### config.mk
export PLATFORM = sky130hd
export DESIGN_NAME = uart_rx_core
export DESIGN_NICKNAME = d
export VERILOG_FILES = /design/src/rtl/uart_rx_core.sv
export SDC_FILE = /design/constraint.sdc
export NUM_CORES = 1
export LEC_CHECK = 0
export CORE_ASPECT_RATIO = 0.6
export CORE_UTILIZATION = 56
export CTS_CLUSTER_DIAMETER = 100
export DETAILED_ROUTE_END_ITERATION = 16
export DONT_BUFFER_PORTS = 1
export GPL_ROUTABILITY_DRIVEN = 0
export PLACE_DENSITY = 0.71
export SLEW_MARGIN = 20
export SYNTH_ARGS = -nofsm -noshare
export SYNTH_HDL_FRONTEND = slang
export SYNTH_SLANG_ARGS = --single-unit
### constraint.sdc
create_clock -name S_AXI_ACLK -period 13.7 [get_ports S_AXI_ACLK]
set_clock_uncertainty 0.1 [all_clocks]
set_input_delay 1.37 -clock S_AXI_ACLK [delete_from_list [all_inputs] [get_ports S_AXI_ACLK]]
set_output_delay 1.37 -clock S_AXI_ACLK [all_outputs]
set_load 0.01 [all_outputs]
### src/rtl/uart_rx_core.sv
// rtl/uart_rx_core.sv - UART receiver with runtime baud divider; define UART_RX_PARITY_EN for an even-parity bit and parity_error.
`timescale 1ns/1ps
module uart_rx_core #(
    parameter int unsigned CLK_FREQ   = 100_000_000,
    parameter int unsigned DATA_WIDTH = 8
) (
    input  logic                  S_AXI_ACLK,
    input  logic                  S_AXI_ARESETN,
    input  logic                  UART_RX,
    input  logic [31:0]           baud_rate,
    output logic [DATA_WIDTH-1:0] rx_data,
    output logic                  rx_done,
    output logic                  frame_error,
    output logic                  rx_busy
`ifdef UART_RX_PARITY_EN
    ,
    output logic                  parity_error
`endif
);

    localparam logic [31:0] CLK_FREQ_W   = 32'(CLK_FREQ);
    localparam logic [31:0] RESET_PERIOD = 32'(CLK_FREQ / 9600);
    localparam int          BW           = $clog2(DATA_WIDTH + 1);
    localparam logic [BW-1:0] LAST_BIT   = BW'(DATA_WIDTH - 1);

`ifdef UART_RX_PARITY_EN
    typedef enum logic [2:0] {IDLE, START, DATA, PARITY, STOP} state_t;
`else
    typedef enum logic [2:0] {IDLE, START, DATA, STOP} state_t;
`endif

    state_t state_q, state_d;

    // Reset asserts at once but releases only after two clock edges.
    logic [1:0] rst_sync;
    logic       rst_n;
    always_ff @(posedge S_AXI_ACLK or negedge S_AXI_ARESETN) begin
        if (!S_AXI_ARESETN) rst_sync <= 2'b00;
        else                rst_sync <= {rst_sync[0], 1'b1};
    end
    assign rst_n = rst_sync[1];

    logic [1:0] rx_sync;
    logic       rx_s;
    always_ff @(posedge S_AXI_ACLK or negedge rst_n) begin
        if (!rst_n) rx_sync <= 2'b11;
        else        rx_sync <= {rx_sync[0], UART_RX};
    end
    assign rx_s = rx_sync[1];

    logic [31:0] last_baud, pend_baud, divisor, bit_period, div_rem, div_quo, rem_diff;
    logic [32:0] rem_sh;
    logic [5:0]  div_cnt;
    logic        pend_valid, div_busy, div_start, new_baud, take;

    assign new_baud  = (baud_rate != 32'd0) && (baud_rate != last_baud);
    assign div_start = pend_valid && !div_busy && (state_q == IDLE);
    assign rem_sh    = {div_rem, div_quo[31]};
    assign take      = rem_sh >= {1'b0, divisor};
    assign rem_diff  = rem_sh[31:0] - divisor;

    always_ff @(posedge S_AXI_ACLK or negedge rst_n) begin
        if (!rst_n) begin
            last_baud  <= 32'd9600;
            pend_baud  <= 32'd9600;
            pend_valid <= 1'b0;
            div_busy   <= 1'b0;
            div_cnt    <= '0;
            divisor    <= 32'd1;
            div_rem    <= '0;
            div_quo    <= '0;
            bit_period <= RESET_PERIOD;
        end else begin
            // A value arriving while dividing leaves pend_valid set, so it reruns afterwards.
            if (new_baud) begin
                pend_baud  <= baud_rate;
                last_baud  <= baud_rate;
                pend_valid <= 1'b1;
            end else if (div_start) begin
                pend_valid <= 1'b0;
            end
            if (div_start) begin
                div_busy <= 1'b1;
                div_cnt  <= '0;
                divisor  <= pend_baud;
                div_rem  <= '0;
                div_quo  <= CLK_FREQ_W;
            end else if (div_busy) begin
                if (div_cnt == 6'd32) begin
                    div_busy   <= 1'b0;
                    bit_period <= (div_quo < 32'd2) ? 32'd2 : div_quo;
                end else begin
                    div_rem <= take ? rem_diff : rem_sh[31:0];
                    div_quo <= {div_quo[30:0], take};
                    div_cnt <= div_cnt + 6'd1;
                end
            end
        end
    end

    logic [31:0]           cnt;
    logic [BW-1:0]         bit_idx;
    logic [DATA_WIDTH-1:0] shift;
    logic                  armed, half_hit, full_hit;
    logic                  cnt_clr, sample_bit, finish;
`ifdef UART_RX_PARITY_EN
    logic                  par_bit, par_sample;
`endif

    assign half_hit = cnt == ((bit_period >> 1) - 32'd1);
    assign full_hit = cnt == (bit_period - 32'd1);

    always_comb begin
        state_d    = state_q;
        cnt_clr    = 1'b0;
        sample_bit = 1'b0;
        finish     = 1'b0;
`ifdef UART_RX_PARITY_EN
        par_sample = 1'b0;
`endif
        case (state_q)
            IDLE: if (armed && !rx_s && !div_busy && !pend_valid) begin
                state_d = START;
                cnt_clr = 1'b1;
            end
            START: if (half_hit) begin
                cnt_clr = 1'b1;
                state_d = rx_s ? IDLE : DATA;
            end
            DATA: if (full_hit) begin
                cnt_clr    = 1'b1;
                sample_bit = 1'b1;
`ifdef UART_RX_PARITY_EN
                if (bit_idx == LAST_BIT) state_d = PARITY;
`else
                if (bit_idx == LAST_BIT) state_d = STOP;
`endif
            end
`ifdef UART_RX_PARITY_EN
            PARITY: if (full_hit) begin
                cnt_clr    = 1'b1;
                par_sample = 1'b1;
                state_d    = STOP;
            end
`endif
            STOP: if (full_hit) begin
                cnt_clr = 1'b1;
                finish  = 1'b1;
                state_d = IDLE;
            end
            default: state_d = IDLE;
        endcase
    end

    always_ff @(posedge S_AXI_ACLK or negedge rst_n) begin
        if (!rst_n) begin
            state_q     <= IDLE;
            cnt         <= '0;
            bit_idx     <= '0;
            shift       <= '0;
            armed       <= 1'b0;
            rx_data     <= '0;
            rx_done     <= 1'b0;
            frame_error <= 1'b0;
`ifdef UART_RX_PARITY_EN
            par_bit      <= 1'b0;
            parity_error <= 1'b0;
`endif
        end else begin
            state_q <= state_d;
            cnt     <= (cnt_clr || state_q == IDLE) ? 32'd0 : cnt + 32'd1;
            // A low stop bit leaves the receiver disarmed until the line idles high.
            if (finish)                        armed <= rx_s;
            else if (state_q == IDLE && rx_s)  armed <= 1'b1;
            if (state_q == START)              bit_idx <= '0;
            else if (sample_bit)               bit_idx <= bit_idx + 1'b1;
            if (sample_bit)                    shift <= {rx_s, shift[DATA_WIDTH-1:1]};
            rx_done <= finish;
            if (finish) begin
                rx_data     <= shift;
                frame_error <= ~rx_s;
`ifdef UART_RX_PARITY_EN
                parity_error <= (^shift) ^ par_bit;
`endif
            end
`ifdef UART_RX_PARITY_EN
            if (par_sample) par_bit <= rx_s;
`endif
        end
    end

    assign rx_busy = (state_q != IDLE) || div_busy;

endmodule

### Word-level counts from Yosys, hierarchy flattened

Index checks and enable logic that the tools add are counted.
W data, S select, Z words.

* logic and storage cells: 99
* output and inout bits: 11
* bits of input ports: 35
* flip-flop bits (word level): 230

* eq/ne operators: 14
* $add $sub $neg: 6
* magnitude comparators: 2
* muxes and demuxes: 34
* reduce and logical (&&, ||, !) cells: 23
* bitwise gates (word level): 2

Operator list (count)
* $mux W32: 9
* $eq A32 B32 Y1: 2
* $ge A33 B32 Y1: 1
* $add A32 B1 Y32 const B: 1
* $lt A32 B2 Y1 const B: 1
* $ne A32 B32 Y1: 1
* $reduce_bool A32 Y1: 1
* $sub A31 B1 Y32 const B: 1
* $sub A32 B1 Y32 const B: 1
* $sub A32 B32 Y32: 1
* $mux W6: 3
* $mux W3: 5
* $mux W1: 12
* $pmux W3 S4: 1
* $ne A2 B2 Y1 const B: 5
* $mux W4: 2
* $reduce_bool A2 Y1: 4
* $logic_and A1 B1 Y1: 7
* $add A6 B1 Y6 const B: 1
* $eq A3 B2 Y1 const B: 2
* $eq A6 B6 Y1 const B: 1
* $reduce_and A5 Y1: 1
* $add A4 B1 Y4 const B: 1
* $eq A4 B3 Y1 const B: 1
* other kinds (12): 16

### Depth between registers and ports, before layout

* word-level depth: 8
* depth in mapped cells: 14
* depth with buffers taken out: 12

### Least setup slack after synthesis

OpenSTA, ideal clock, no wires.

* path kind: reg2reg
* start point: register bit_period[9]
* end point: register frame_error
* stages on the path, launching flop included: 12
* period minus slack after synthesis: 4.096 ns
* path buffers: 2
* required time: 13.475 ns
* path slack: 9.604 ns
* arrival time: 3.872 ns
* library setup time: 0.125 ns
* path through: dfrtp_1 > clkbuf_1 > or4_1 > nor4_1 > nand4_1 > xnor2_1 > or3_1 > or4_1 > or4_1 > buf_2 > nor2_4 > mux2_2

* cells in the longest elaborated chain, start to end: 4

Ends and longest elaborated chain
* start, declared: line 51 `logic [31:0] last_baud, pend_baud, divisor, bit_period, div_rem, div_quo, rem_diff;`
* start signal, assigned: line 91 `bit_period <= (div_quo < 32'd2) ? 32'd2 : div_quo;`
* $sub A32 B1 Y32: line 111 `assign full_hit = cnt == (bit_period - 32'd1);`
* $eq A32 B32 Y1: line 111
* $mux W1: line 146 `STOP: if (full_hit) begin`
* $mux W1: line 121 `case (state_q)`
* end signal, assigned: line 181 `frame_error <= ~rx_s;`
* end, declared: line 13 `output logic frame_error,`

Every way passes these cells.
A chain may end at the register's enable or synchronous reset.

### Worst setup path in the final report

* start point: register bit_period[1]
* end point: register rx_data[5]

* cells in the longest elaborated chain, start to end: 4

Ends and longest elaborated chain
* $sub A32 B1 Y32: line 111
* $eq A32 B32 Y1: line 111
* $mux W1: line 146
* $mux W1: line 121
* end signal, assigned: line 180 `rx_data <= shift;`
* end, declared: line 11 `output logic [DATA_WIDTH-1:0] rx_data,`

Every way passes these cells.

==> results.ini <==
[timing]
tns_ns = 0
finalHoldViolations = 0
timing.final.ws_setup_ns = 8.37
period_minus_slack_ns = 5.33
slew_headroom_pct = 19.3
worst_pin_slew_ns = 1.20
max_freq_mhz = 188
rsz0062_at_grt = no
timing.final.crit_share_pct = 38.9
slew_viol_final = 0
setup_viol = 0
fin_hold_ws_ns = 0.251

[run_status]
status = complete, no violations

[worst_setup_path]
timing.rr.end = rx_data[5]
start_kind = flop
critPathCaptureType = flop
arrival_ns = 5.63
rr_worst_depth = 10
worstPathRequired_ns = 14.00
cp_max_fo = 14
crit-reg2reg-launch = bit_period[1]
crit_type = reg2reg
rrSetupSlack_ns = 8.37

[placement]
portBuffers = 0
postPlaceCellArea_sq_um = 13800
dpl_worst_slack_ns = 8.60
hpwl_microns = 24800

[layout]
fin_util_pct = 62.1
design_area_sq_um = 14600
antennaDiodeCount = 0
multiInputGateArea_sq_um = 7350
nets = 1507
fillers = 2000
synthToLayoutAreaGrowth_pct = 6.95
regArea_sq_um = 5750
drive_gt1_share_pct = 11.0

[global_routing]
antenna_found_initial = 0
first_global_vias = 9570
grt_pass1_wl_microns = 53800
grt_max_degree = 171
grt.total_usage_pct = 27.6
grt_overflow = 0

[route]
viasPerCell = 6.16
top_layer = met4
route.met3.wl_microns = 3320
drt_iter0_drc = 1206
ant_nets = 0
wl_microns = 34400
drt_first_pass_iters = 5
vias = 10900
drc = 0
m1WireLength_microns = 17600
wl_per_cell_microns = 19.5
wl_met2_microns = 13000

[clock_tree]
cts_buffer_depth = 3
post_cts_buffers = 0
cts-root-buf = clkbuf_16
cts_hold_buf = 0
cts_tree = built
clkTransAtPathRegs_ns = 0.06
numCtsBuffers = 23
cts_resized = 0
clock_latency_ns = 0.53
htree_levels = 1
clock_sinks = 229

[logic_synthesis]
yosys.cell_types.count = 68
ys_ff_latch = 229
synth-async-reset-ratio_pct = 100
synth.area.top_cells = dfrtp_1, xnor2_1, mux2_2, nand2_1, xor2_1
yosysMostFrequentCell = dfrtp_1
synthTopCellsByCount = dfrtp_1, nand2_1, xnor2_1
yosysTopAreaCellShare_pct = 39.9
synthFlopType = dfrtp_1
synth-edff-count = 0
yosysTopAreaCell = dfrtp_1
yosysWarnings = 0
seq_area_frac_synth_pct = 42.2
postSynthAreaPerCell_sq_um = 9.18
synth_nets = 1559
syn_area_sq_um = 13600
syn_inst = 1485

[power]
irDropWorstVdd_uv = 70.7
powerDensity_nw_per_um2 = 94.5
p_leak_nw = 6.54

[worst_hold_path]
min_path_cells = 0
worstHoldStart = rst_sync[0]
whs_endpoint = rst_sync[1]
hold_class = reg2reg

[floorplan]
io_pins = 46
die_h_microns = 123
die_w_microns = 203
dieArea_sq_um = 25000
fp.coreArea_sq_um = 23500
initial_utilization_pct = 58.1
core.rowCount = 43

[job]
drv_cap = 0

==> power breakdown <==
group          total [W]  switching, W  internal, W
Combinational  0.0000285     0.0000175    0.0000111
Clock           0.000658      0.000275     0.000383
Sequential      0.000691    0.00000888     0.000682
==> critical path, stage by stage, from the launching register on <==
cell      delay (ns)
dfrtp_1         0.48
inv_1           0.19
ha_1            0.45
nand2b_1        0.27
nor4_1          0.91
nand2_1         0.25
nor4b_1         0.67
o211ai_1        0.20
or4_1           0.89
nor2_4          0.39
mux2_2          0.39
==> routing by layer <==
layer	track usage, %	vias to the layer above
met2	33.8	383
li1	-	5110
met5	0	-
met3	8.23	49
met1	45.8	5327
met4	5.08	0
==> worst max path at each step <==
stage                     depth (start not counted)           from  slack (ns)          to
after global placement                           11  bit_period[1]        8.72  rx_data[0]
after floorplan                                   0    rst_sync[1]        6.77       armed
after detailed placement                         11  bit_period[1]        8.60  rx_data[5]
final                                            10  bit_period[1]        8.37  rx_data[5]
after CTS                                        11  bit_period[1]        8.58  rx_data[5]
after global routing                             10  bit_period[1]        8.31  rx_data[5]
==> final cells by class <==
type | count | share of cell area (%)
repair buffers | 10 | 0.738
clock buffers | 31 | 4.36
inverters | 54 | 1.39
well taps | 315 | 2.70
multi-input cells | 1115 | 50.4
flip-flops and latches | 229 | 39.5
clock inverters | 10 | 0.936
==> cells by family after synthesis <==
kind of cell	count (synthesis)	share of synthesized area (%)
and+or+nand+nor	563	20.5
AOI/OAI and AO/OA	244	10.9
DFF	229	42.2
xor gates and xnor gates	183	11.8
buffers and inverters	141	4.12
muxes	85	6.97
adders and majority gates	39	3.64
other	1	0.0275
==> sequential cells by signal, summed over array words and instances, names as in the netlist <==
register     cells
bit_period      32
cnt             32
div_quo         32
div_rem         32
divisor         32
pend_baud       32
rx_data          8
shift            8
div_cnt          6
bit_idx          4
rst_sync         2
rx_sync          2
state_q          2
armed            1
div_busy         1
frame_error      1
pend_valid       1
rx_done          1
==> metrics by stage <==
stage	total power (W)	cells
floorplan	0.000722	1485
global placement	0.000732	1722
detailed placement	0.000733	1722
CTS	0.00139	1763
global route	0.00142	1764
finish	0.00138	1764
==> cell usage in the layout (no fill, tap or decap), types with 4 or more instances in the layout <==
cell,synthesis,final
or2_2,8,8
and2_1,6,5
nor3_1,31,31
nand2_1,174,173
and3_1,12,12
a21oi_1,64,62
ha_1,38,38
o21ai_0,93,93
nand3_1,79,79
a31oi_1,11,11
nor4_1,41,41
a22o_1,6,6
dfstp_2,12,12
nand2b_1,7,7
dfrtp_1,217,216
or4_1,22,22
inv_1,54,54
o211ai_1,7,7
mux2i_1,8,8
nor2_1,111,110
or3_1,9,9
nand3b_1,4,4
clkbuf_1,65,5
clkbuf_16,0,23
a21o_1,12,12
mux2_2,76,76
o21a_1,6,6
a32oi_1,6,6
nor2b_1,7,7
o31ai_1,8,8
xor2_1,66,66
xnor2_1,117,117
buf_4,0,8
nand4_1,34,34
(Power assumes the default switching activity.)
